==> config.mk <==
export PLATFORM = sky130hd
export DESIGN_NAME = pkt_rcv
export DESIGN_NICKNAME = d
export VERILOG_FILES = /design/src/rtl/pkt_rcv_pkg.sv /design/src/rtl/pkt_rcv_sync_edge.sv /design/src/rtl/pkt_rcv.sv
export SDC_FILE = /design/constraint.sdc
export NUM_CORES = 1
export LEC_CHECK = 0
export BUFFER_PORTS_ARGS = -buffer_cell sky130_fd_sc_hd__buf_2
export CAP_MARGIN = 20
export CORE_AREA = 2 2 63 94
export DETAILED_ROUTE_END_ITERATION = 12
export DIE_AREA = 0 0 65 96
export GPL_TIMING_DRIVEN = 0
export PLACE_DENSITY = 0.61
export SYNTH_ARGS = -nofsm -noshare
export SYNTH_HDL_FRONTEND = slang
export SYNTH_SLANG_ARGS = --single-unit
==> constraint.sdc <==
create_clock -name clk -period 1.6 [get_ports clk]
set_input_delay 0.24 -clock clk [delete_from_list [all_inputs] [get_ports clk]]
set_output_delay 0.24 -clock clk [all_outputs]
set_load 0.01 [all_outputs]
==> src/rtl/pkt_rcv_pkg.sv <==
// Shared definitions for the SPI-slave packet receiver (pkt_rcv):
// FSM state encodings and the default packet width. The packet sender
// imports the same package so the address/content layout matches at both ends.
package pkt_rcv_pkg;

    // Default packet width: upper half is the address, lower half the content.
    localparam int PKT_W_DEF = 16;

    // Receiver frame FSM.
    typedef enum logic [1:0] {
        ST_IDL = 2'd0,  // waiting for a load falling edge
        ST_SHF = 2'd1,  // shifting bits on sclk rising edges
        ST_CHK = 2'd2   // one cycle: validate bit count, publish or flag error
    } state_t;

endpackage : pkt_rcv_pkg

==> src/rtl/pkt_rcv_sync_edge.sv <==
// Multi-flop input synchronizer with edge detection.
// Brings one asynchronous pin into the clk domain and flags its rising and
// falling edges by comparing the synchronized level with one extra
// registered copy. i_rst_val sets the level the pin reads as during reset.
module pkt_rcv_sync_edge #(
    parameter int STAGES = 2   // synchronizer depth, at least 2
) (
    input  logic clk,
    input  logic rst_n,
    input  logic i_async,
    input  logic i_rst_val,
    output logic o_level,
    output logic o_rise,
    output logic o_fall
);

    logic [STAGES-1:0] r_sync;
    logic              r_prev;

    // Synchronizer chain plus one delayed copy for edge detection.
    // NOTE: sequential state uses non-blocking (<=) so every flop samples the
    // pre-edge value of its neighbour; blocking here would collapse the chain.
    always_ff @(posedge clk or negedge rst_n) begin
        if (!rst_n) begin
            r_sync <= {STAGES{i_rst_val}};
            r_prev <= i_rst_val;
        end else begin
            r_sync <= {r_sync[STAGES-2:0], i_async};
            r_prev <= r_sync[STAGES-1];
        end
    end

    assign o_level = r_sync[STAGES-1];
    assign o_rise  =  r_sync[STAGES-1] & ~r_prev;
    assign o_fall  = ~r_sync[STAGES-1] &  r_prev;

endmodule : pkt_rcv_sync_edge

==> src/rtl/pkt_rcv.sv <==
// pkt_rcv: SPI-slave packet receiver.
// sclk/load/sdi are synchronized into the clk domain; data shifts in
// MSB-first on sclk rising edges while load is low. When load rises the bit
// count is checked: exactly PKT_W bits publishes pkt/addr/cont with a
// one-cycle pvld pulse, anything else gives a one-cycle perr pulse.
// Optional daisy-chain output enabled by macro PKT_RCV_CHAIN_EN; without it
// sdo is tied low.
module pkt_rcv
    import pkt_rcv_pkg::*;
#(
    parameter int PKT_W       = PKT_W_DEF,  // packet width, even
    parameter int SYNC_STAGES = 2           // input synchronizer depth, >= 2
) (
    input  logic               clk,
    input  logic               rst_n,
    input  logic               sclk,
    input  logic               load,
    input  logic               sdi,
    output logic [PKT_W-1:0]   pkt,
    output logic [PKT_W/2-1:0] addr,
    output logic [PKT_W/2-1:0] cont,
    output logic               pvld,
    output logic               perr,
    output logic               busy,
    output logic               sdo
);

    // Count saturates one past a full packet so over-long frames stay
    // distinguishable from good ones without wrapping.
    localparam int             CNT_W    = $clog2(PKT_W + 2);
    localparam logic [CNT_W-1:0] CNT_FULL = CNT_W'(PKT_W);
    localparam logic [CNT_W-1:0] CNT_SAT  = CNT_W'(PKT_W + 1);

    // Synchronized inputs and edges.
    logic w_sclk_rise, w_sclk_lvl, w_sclk_fall;
    logic w_load_rise, w_load_fall, w_load_lvl;
    logic w_sdi_lvl, w_sdi_rise, w_sdi_fall;

    // FSM and datapath controls.
    state_t           r_state, w_state_nxt;
    logic             w_clr, w_shift, w_good, w_bad;
    logic [PKT_W-1:0] r_shreg;
    logic [CNT_W-1:0] r_cnt;
    logic [PKT_W-1:0] r_pkt;
    logic             r_pvld, r_perr;

    // Edge outputs nothing downstream needs.
    logic w_unused_edges;
    assign w_unused_edges = &{w_sclk_lvl, w_sclk_fall, w_load_lvl, w_sdi_rise, w_sdi_fall};

    // sclk idles low, load idles high (no frame) out of reset.
    pkt_rcv_sync_edge #(.STAGES(SYNC_STAGES)) u_sync_sclk (
        .clk      (clk),
        .rst_n    (rst_n),
        .i_async  (sclk),
        .i_rst_val(1'b0),
        .o_level  (w_sclk_lvl),
        .o_rise   (w_sclk_rise),
        .o_fall   (w_sclk_fall)
    );

    pkt_rcv_sync_edge #(.STAGES(SYNC_STAGES)) u_sync_load (
        .clk      (clk),
        .rst_n    (rst_n),
        .i_async  (load),
        .i_rst_val(1'b1),
        .o_level  (w_load_lvl),
        .o_rise   (w_load_rise),
        .o_fall   (w_load_fall)
    );

    // Same depth as sclk, so the sdi level lines up with the detected sclk edge.
    pkt_rcv_sync_edge #(.STAGES(SYNC_STAGES)) u_sync_sdi (
        .clk      (clk),
        .rst_n    (rst_n),
        .i_async  (sdi),
        .i_rst_val(1'b0),
        .o_level  (w_sdi_lvl),
        .o_rise   (w_sdi_rise),
        .o_fall   (w_sdi_fall)
    );

    // FSM state register.
    always_ff @(posedge clk or negedge rst_n) begin
        if (!rst_n) r_state <= ST_IDL;
        else        r_state <= w_state_nxt;
    end

    // Next-state and datapath control decode.
    // NOTE: every signal driven here gets a default first, so no path through
    // the case leaves one unassigned and no latch is inferred.
    always_comb begin
        w_state_nxt = r_state;
        w_clr       = 1'b0;
        w_shift     = 1'b0;
        w_good      = 1'b0;
        w_bad       = 1'b0;
        case (r_state)
            ST_IDL: begin
                // sclk activity with load high is ignored here.
                if (w_load_fall) begin
                    w_clr       = 1'b1;
                    w_state_nxt = ST_SHF;
                end
            end
            ST_SHF: begin
                // A coincident sclk edge is shifted before the frame closes.
                w_shift = w_sclk_rise;
                if (w_load_rise) w_state_nxt = ST_CHK;
            end
            ST_CHK: begin
                if (r_cnt == CNT_FULL) w_good = 1'b1;
                else                   w_bad  = 1'b1;
                w_state_nxt = ST_IDL;
            end
            default: w_state_nxt = ST_IDL;
        endcase
    end

    // Shift register, bit counter, published packet and status pulses.
    always_ff @(posedge clk or negedge rst_n) begin
        if (!rst_n) begin
            r_shreg <= '0;
            r_cnt   <= '0;
            r_pkt   <= '0;
            r_pvld  <= 1'b0;
            r_perr  <= 1'b0;
        end else begin
            r_pvld <= w_good;
            r_perr <= w_bad;
            if (w_clr) begin
                r_cnt <= '0;
`ifndef PKT_RCV_CHAIN_EN
                r_shreg <= '0;
`endif
                // In chain mode the previous packet is kept so it can stream
                // out on sdo during the next frame; the count check alone
                // guarantees a good frame fully replaces it.
            end else if (w_shift) begin
                r_shreg <= {r_shreg[PKT_W-2:0], w_sdi_lvl};
                if (r_cnt != CNT_SAT) r_cnt <= r_cnt + 1'b1;
            end
            if (w_good) r_pkt <= r_shreg;
        end
    end

`ifdef PKT_RCV_CHAIN_EN
    logic r_sdo;

    // Daisy-chain output: the bit about to leave the shift register.
    always_ff @(posedge clk or negedge rst_n) begin
        if (!rst_n)       r_sdo <= 1'b0;
        else if (w_shift) r_sdo <= r_shreg[PKT_W-1];
    end

    assign sdo = r_sdo;
`else
    assign sdo = 1'b0;
`endif

    assign pkt  = r_pkt;
    assign addr = r_pkt[PKT_W-1:PKT_W/2];
    assign cont = r_pkt[PKT_W/2-1:0];
    assign pvld = r_pvld;
    assign perr = r_perr;
    assign busy = (r_state == ST_SHF);

endmodule : pkt_rcv
## Word-level counts from Yosys, hierarchy flattened

Index checks and enable logic that the tools add are counted.

| cells by class | value |
|---|---|
| equality and inequality tests | 6 |
| multiplexer cells | 15 |
| bitwise logic cells | 6 |
| add/sub/neg operators | 1 |
| reduce and logical (&&, ||, !) cells | 5 |

Operator list:

| kind | count |
|---|---|
| $mux W16 | 2 |
| $mux W5 | 3 |
| $mux W1 | 7 |
| $add A5 B1 Y5 const B | 1 |
| $eq A5 B5 Y1 const B | 1 |
| $ne A5 B5 Y1 const B | 1 |
| $mux W2 | 2 |
| $ne A2 B1 Y1 const B | 2 |
| $pmux W2 S2 | 1 |
| $reduce_and A2 Y1 | 2 |
| $reduce_bool A2 Y1 | 2 |
| $and A1 B1 Y1 | 3 |
| $not A1 Y1 | 3 |
| $eq A2 B1 Y1 const B | 1 |
| $eq A2 B2 Y1 const B | 1 |
| $logic_not A2 Y1 | 1 |

| word-level totals | value |
|---|---|
| word-level logic and storage cells | 44 |
| input port bits | 5 |
| register bits after elaboration | 49 |
| output and inout port bits | 36 |

## Depth between registers and ports, before layout

Gate-level depths: netlist of run 1.

| depth | value |
|---|---|
| depth in word-level cells | 6 |
| depth in mapped cells | 6 |

## Worst setup path after synthesis of run 1

OpenSTA, ideal clock, no wires.

| timing path | value |
|---|---|
| path type | register to register |
| start point | register r_cnt[0] |
| end point | register r_pkt[0], in the netlist pkt[0] |
| setup slack | 10 ps |
| stages on the path, launching flop included | 7 |
| clock period less this slack | 1590 ps |
| path buffers | 1 |
| setup time | 128 ps |
| arrival time | 1462 ps |
| cells stage by stage | dfrtp_1 inv_1 ha_1 and4bb_1 nand3b_4 buf_4 mux2_1 |

| between the ends | value |
|---|---|
| word-level cells in the longest chain between the ends | 3 |

Ends and longest elaborated chain:

| what | line | text |
|---|---|---|
| from (decl) | pkt_rcv.sv:43 | `logic [CNT_W-1:0] r_cnt;` |
| from (signal assigned) | pkt_rcv.sv:141 | `if (r_cnt != CNT_SAT) r_cnt <= r_cnt + 1'b1;` |
| $eq A5 B5 Y1 | pkt_rcv.sv:112 | `if (r_cnt == CNT_FULL) w_good = 1'b1;` |
| $mux W1 | pkt_rcv.sv:112 |  |
| $mux W1 | pkt_rcv.sv:98 | `case (r_state)` |
| to (signal assigned) | pkt_rcv.sv:143 | `if (w_good) r_pkt <= r_shreg;` |
| to (decl) | pkt_rcv.sv:44 | `logic [PKT_W-1:0] r_pkt;` |

Every way passes these cells.
A chain may end at the register's enable or synchronous reset.

## Worst setup path in the final report of run 1

| timing path | value |
|---|---|
| start point | register r_cnt[1] |
| end point | register r_pkt[8], in the netlist pkt[8] |

Same word-level chain as after synthesis.

==> impl_metrics.ini, run 1 <==
[die]
dieArea_sq_mm = 0.00624
start_util_pct = 38.8
die_w_um = 65
rows = 33
core_area_sq_mm = 0.00541
die_h_um = 96
pin_count = 41

[run]
drv_cap = 0

[worst_setup_path]
critPathLaunchType = flop
worstPathArrival_ns = 1.77
crit_path_start = r_cnt[1]
path_max_fanout = 5
critPathKind = reg2reg
max_stage_delay_ns = 0.39
slowest_stage = dfrtp_1
crit_path_end_kind = flop
worstReg2RegStart = r_cnt[1]
cp.required_ns = 1.78
path_cells = inv_2 > ha_1 > and4bb_2 > nand3b_4 > buf_4 > mux2_1

[layout]
nets = 237
multi_input_area_sq_um = 677
layout_common_cells = 46 x dfrtp_1, 41 x buf_2, 36 x nand2_1
regArea_sq_mm = 0.00123
area_growth_pct = 23.4
nFillCells = 514
final_common_cell = dfrtp_1
layout.cells.non_filler = 299
antennaDiodeCount = 0
drive_gt1_share_pct = 40.2

[power]
irDropWorstVdd_mv = 0.399
power.density_mw_per_mm2 = 962
p_leak_uw = 0.00141

[grt]
grtUsageTotal_pct = 12.3
grt_max_degree = 50
overflow = 0
antenna_found_initial = 0
grt_pass1_wl_mm = 5.95
grt_pass1_vias = 1312

[min_path]
hp-start = load
min_path_type = in2reg

[timing]
setup_viol = 0
final-max-slew-violation-count = 0
max-slew-margin-rel_pct = 64.4
fmax_mhz = 630
tns_ns = 0
fin_skew_ns = 0.00643
fin_crit_sh_pct = 99.3
tightest_slew_ns = 0.534
rsz0062_at_grt = yes
period_minus_slack_ns = 1.59
timing_hold_violations_final = 0

[synth]
netlist_instances = 174
ys.flop_type = dfrtp_1
synth-edff-count = 0
synth_area_per_cell_sq_um = 12.1
async_reset_ff_share_pct = 100
yosysWarnings = 0
synth_fp_nets = 182
ys_ff_latch = 49
synth_cell_type_count = 29
syn_area_sq_mm = 0.00210
ys_seq_area_share_pct = 58.6

[drt]
num_vias = 1367
drt-total-wl_mm = 3.50
final_antenna_net_count = 0
drc = 0
drtPass1Iterations = 4
viasPerCell = 4.57
wl_per_cell_um = 11.7
drt_iter0_drc = 27

[run_status]
status = complete, no violations

[clocking]
cts_max_level = 2
worstSkewPairLatency_ns = 0.30
cts_inserted_buffers = 5
cts_tree = built
clk_pin_slew_ns = 0.08
clockRootBuffer = clkbuf_8
clock-sinks = 49
clk_path_buf_depth = 2

[place]
port_buffers = 39
dp.cells = 283
globalplace.congestion = 0.693
hpwl_mm = 2.33
[through the flow]
stage / instance area (sq um) / hold slack [ns] / utilization, % / power [uW] / worst slack, ns
after floorplan: 2100 / -0.0556 / - / 1520 / 0.00998
after CTS: 2530 / 0.0276 / 46.7 / 2500 / 0.0129
after global routing: 2590 / 0.0275 / 47.9 / 2620 / -0.0448
after detailed placement: 2380 / 0.335 / 44.0 / 1610 / -0.211
final: 2590 / 0.0375 / 47.9 / 2490 / 0.0117
after global placement: 2380 / 0.333 / 44.0 / 1590 / -0.168
[layout make-up]
cell class | instances | area share (%)
tap | 70 | 3.38
multi-input combinational | 95 | 26.1
clock buffer | 5 | 2.66
buffer | 25 | 7.49
clock inverter | 2 | 1.35
timing repair buffer | 48 | 10.7
sequential | 49 | 47.5
inverter | 5 | 0.725
[state kept, by name (all words and copies together) (netlist names), 2 cells and up]
name	count
r_state	2
u_sync_sclk.r_sync	2
r_shreg	16
pkt	16
u_sync_sdi.r_sync	2
u_sync_load.r_sync	2
r_cnt	5
[report_power, final]
group	switching (uW)	internal [uW]	leakage [uW]
Sequential	39.8	1300	0.000657
Combinational	163	151	0.000700
Clock	385	454	0.0000540
Total	588	1900	0.00141
[logic make-up after synthesis]
| family | after synthesis | share of synthesized area, % |
|---|---|---|
| compound gates | 20 | 4.95 |
| fa+ha+maj | 3 | 1.79 |
| buf+inv | 30 | 9.54 |
| flops | 49 | 58.6 |
| mux | 20 | 10.6 |
| other cells | 1 | 0.179 |
| simple gates | 51 | 14.4 |
[path summary, 6_finish.rpt]
kind / endpoint / slack, ns / cells past startpoint
worst max-delay path: pkt[8] / 0.01 / 6
worst min-delay path: u_sync_load.r_sync[0] / 0.04 / 1
worst max register to register: pkt[8] / 0.01 / 6
worst min register to register: u_sync_sdi.r_sync[1] / 0.35 / 0
max in group asynchronous: u_sync_load.r_prev / 0.54 / 3
min in group asynchronous: u_sync_sdi.r_sync[0] / 0.45 / 2
[cells in the mapped netlist (all sizes together), types with 3 or more instances]
master	n	area, sq um
ha	3	37.5
dfrtp	46	1150
nand2	36	135
mux2i	3	30.0
buf	24	178
dfstp	3	78.8
inv	5	18.8
a21oi	18	93.8
mux2	17	191
[routing by layer]
metal | vias to the layer above | wire [um] | global-route usage (%)
met4 | 0 | 85 | 6.38
met1 | 664 | 1450 | 13.4
met3 | 8 | 126 | 2.46
met5 | - | 0 | 0
met2 | 29 | 1840 | 22.4
li1 | 666 | - | -
[critical path: cells and delay by family (launching register included)]
kind / cells / cell delay (ns)
adders and majority gates: 1 / 0.15
DFF: 1 / 0.39
muxes: 1 / 0.30
and+or+nand+nor: 2 / 0.38
buffers and inverters: 2 / 0.24
[repair_timing]
| item | CTS | global route |
|---|---|---|
| setup buffers | 5 | 2 |
| hold buffers | 0 | 1 |
| endpoints found under the hold margin | 0 | 22 |
| pin swaps | 2 | 0 |
| gates resized for setup | 3 | 5 |
| endpoints found under the setup margin | 12 | 27 |
| cloned | 0 | 0 |
Note: power is estimated with default switching activity, not from simulation.
==> run 2: changes to the inputs <==
--- a/config.mk
+++ b/config.mk
@@ -7,11 +7,9 @@
 export LEC_CHECK = 0
 export BUFFER_PORTS_ARGS = -buffer_cell sky130_fd_sc_hd__buf_2
 export CAP_MARGIN = 20
-export CORE_AREA = 2 2 63 94
 export DETAILED_ROUTE_END_ITERATION = 12
-export DIE_AREA = 0 0 65 96
 export GPL_TIMING_DRIVEN = 0
-export PLACE_DENSITY = 0.61
 export SYNTH_ARGS = -nofsm -noshare
 export SYNTH_HDL_FRONTEND = slang
+export SYNTH_HIERARCHICAL = 1
 export SYNTH_SLANG_ARGS = --single-unit
==> impl_metrics.ini, run 2 <==
[synth]
ys.flop_type = dfrtp_1
synth_area_leaders = dfrtp_1 54%, mux2_4 7.1%, buf_4 6.8%
yosysWarnings = 0
synth-edff-count = 0
ys_area_sq_mm = 0.00189
async_reset_ff_share_pct = 100
ys_ff_latch = 41
ys_seq_area_share_pct = 54.3
ys_cells = 163
synth_most_common_cell = dfrtp_1
synth_top_area_share_pct = 54.3
synth_commonest_cells = 41 x dfrtp_1, 28 x nand2_1, 17 x buf_4
synth_area_leader_cell = dfrtp_1
synth_cell_type_count = 34

[run_status]
status = did not finish
stop_stage = synthesis (1_2_yosys)
error = ERROR: Found 9 problems in 'check -assert'.
## run 2: changes by cell type after synthesis, moves of 4 or more
cell / delta
a21oi_1: -5
mux2_4: +9
dfrtp_1: -5
a22o_1: +4
mux2_1: -16
nand2_1: -8
buf_2: -4
mux2_2: +7
## run 2: cells by family after synthesis
group | Yosys count | share of synthesized area (%)
multiplexers | 19 | 13.0
flip-flops | 41 | 54.3
buffers and inverters | 27 | 9.99
other | 2 | 0.397
adder cells (fa/ha/maj) | 3 | 1.99
AO/OA/AOI/OAI | 21 | 6.82
AND/OR/NAND/NOR | 50 | 13.6
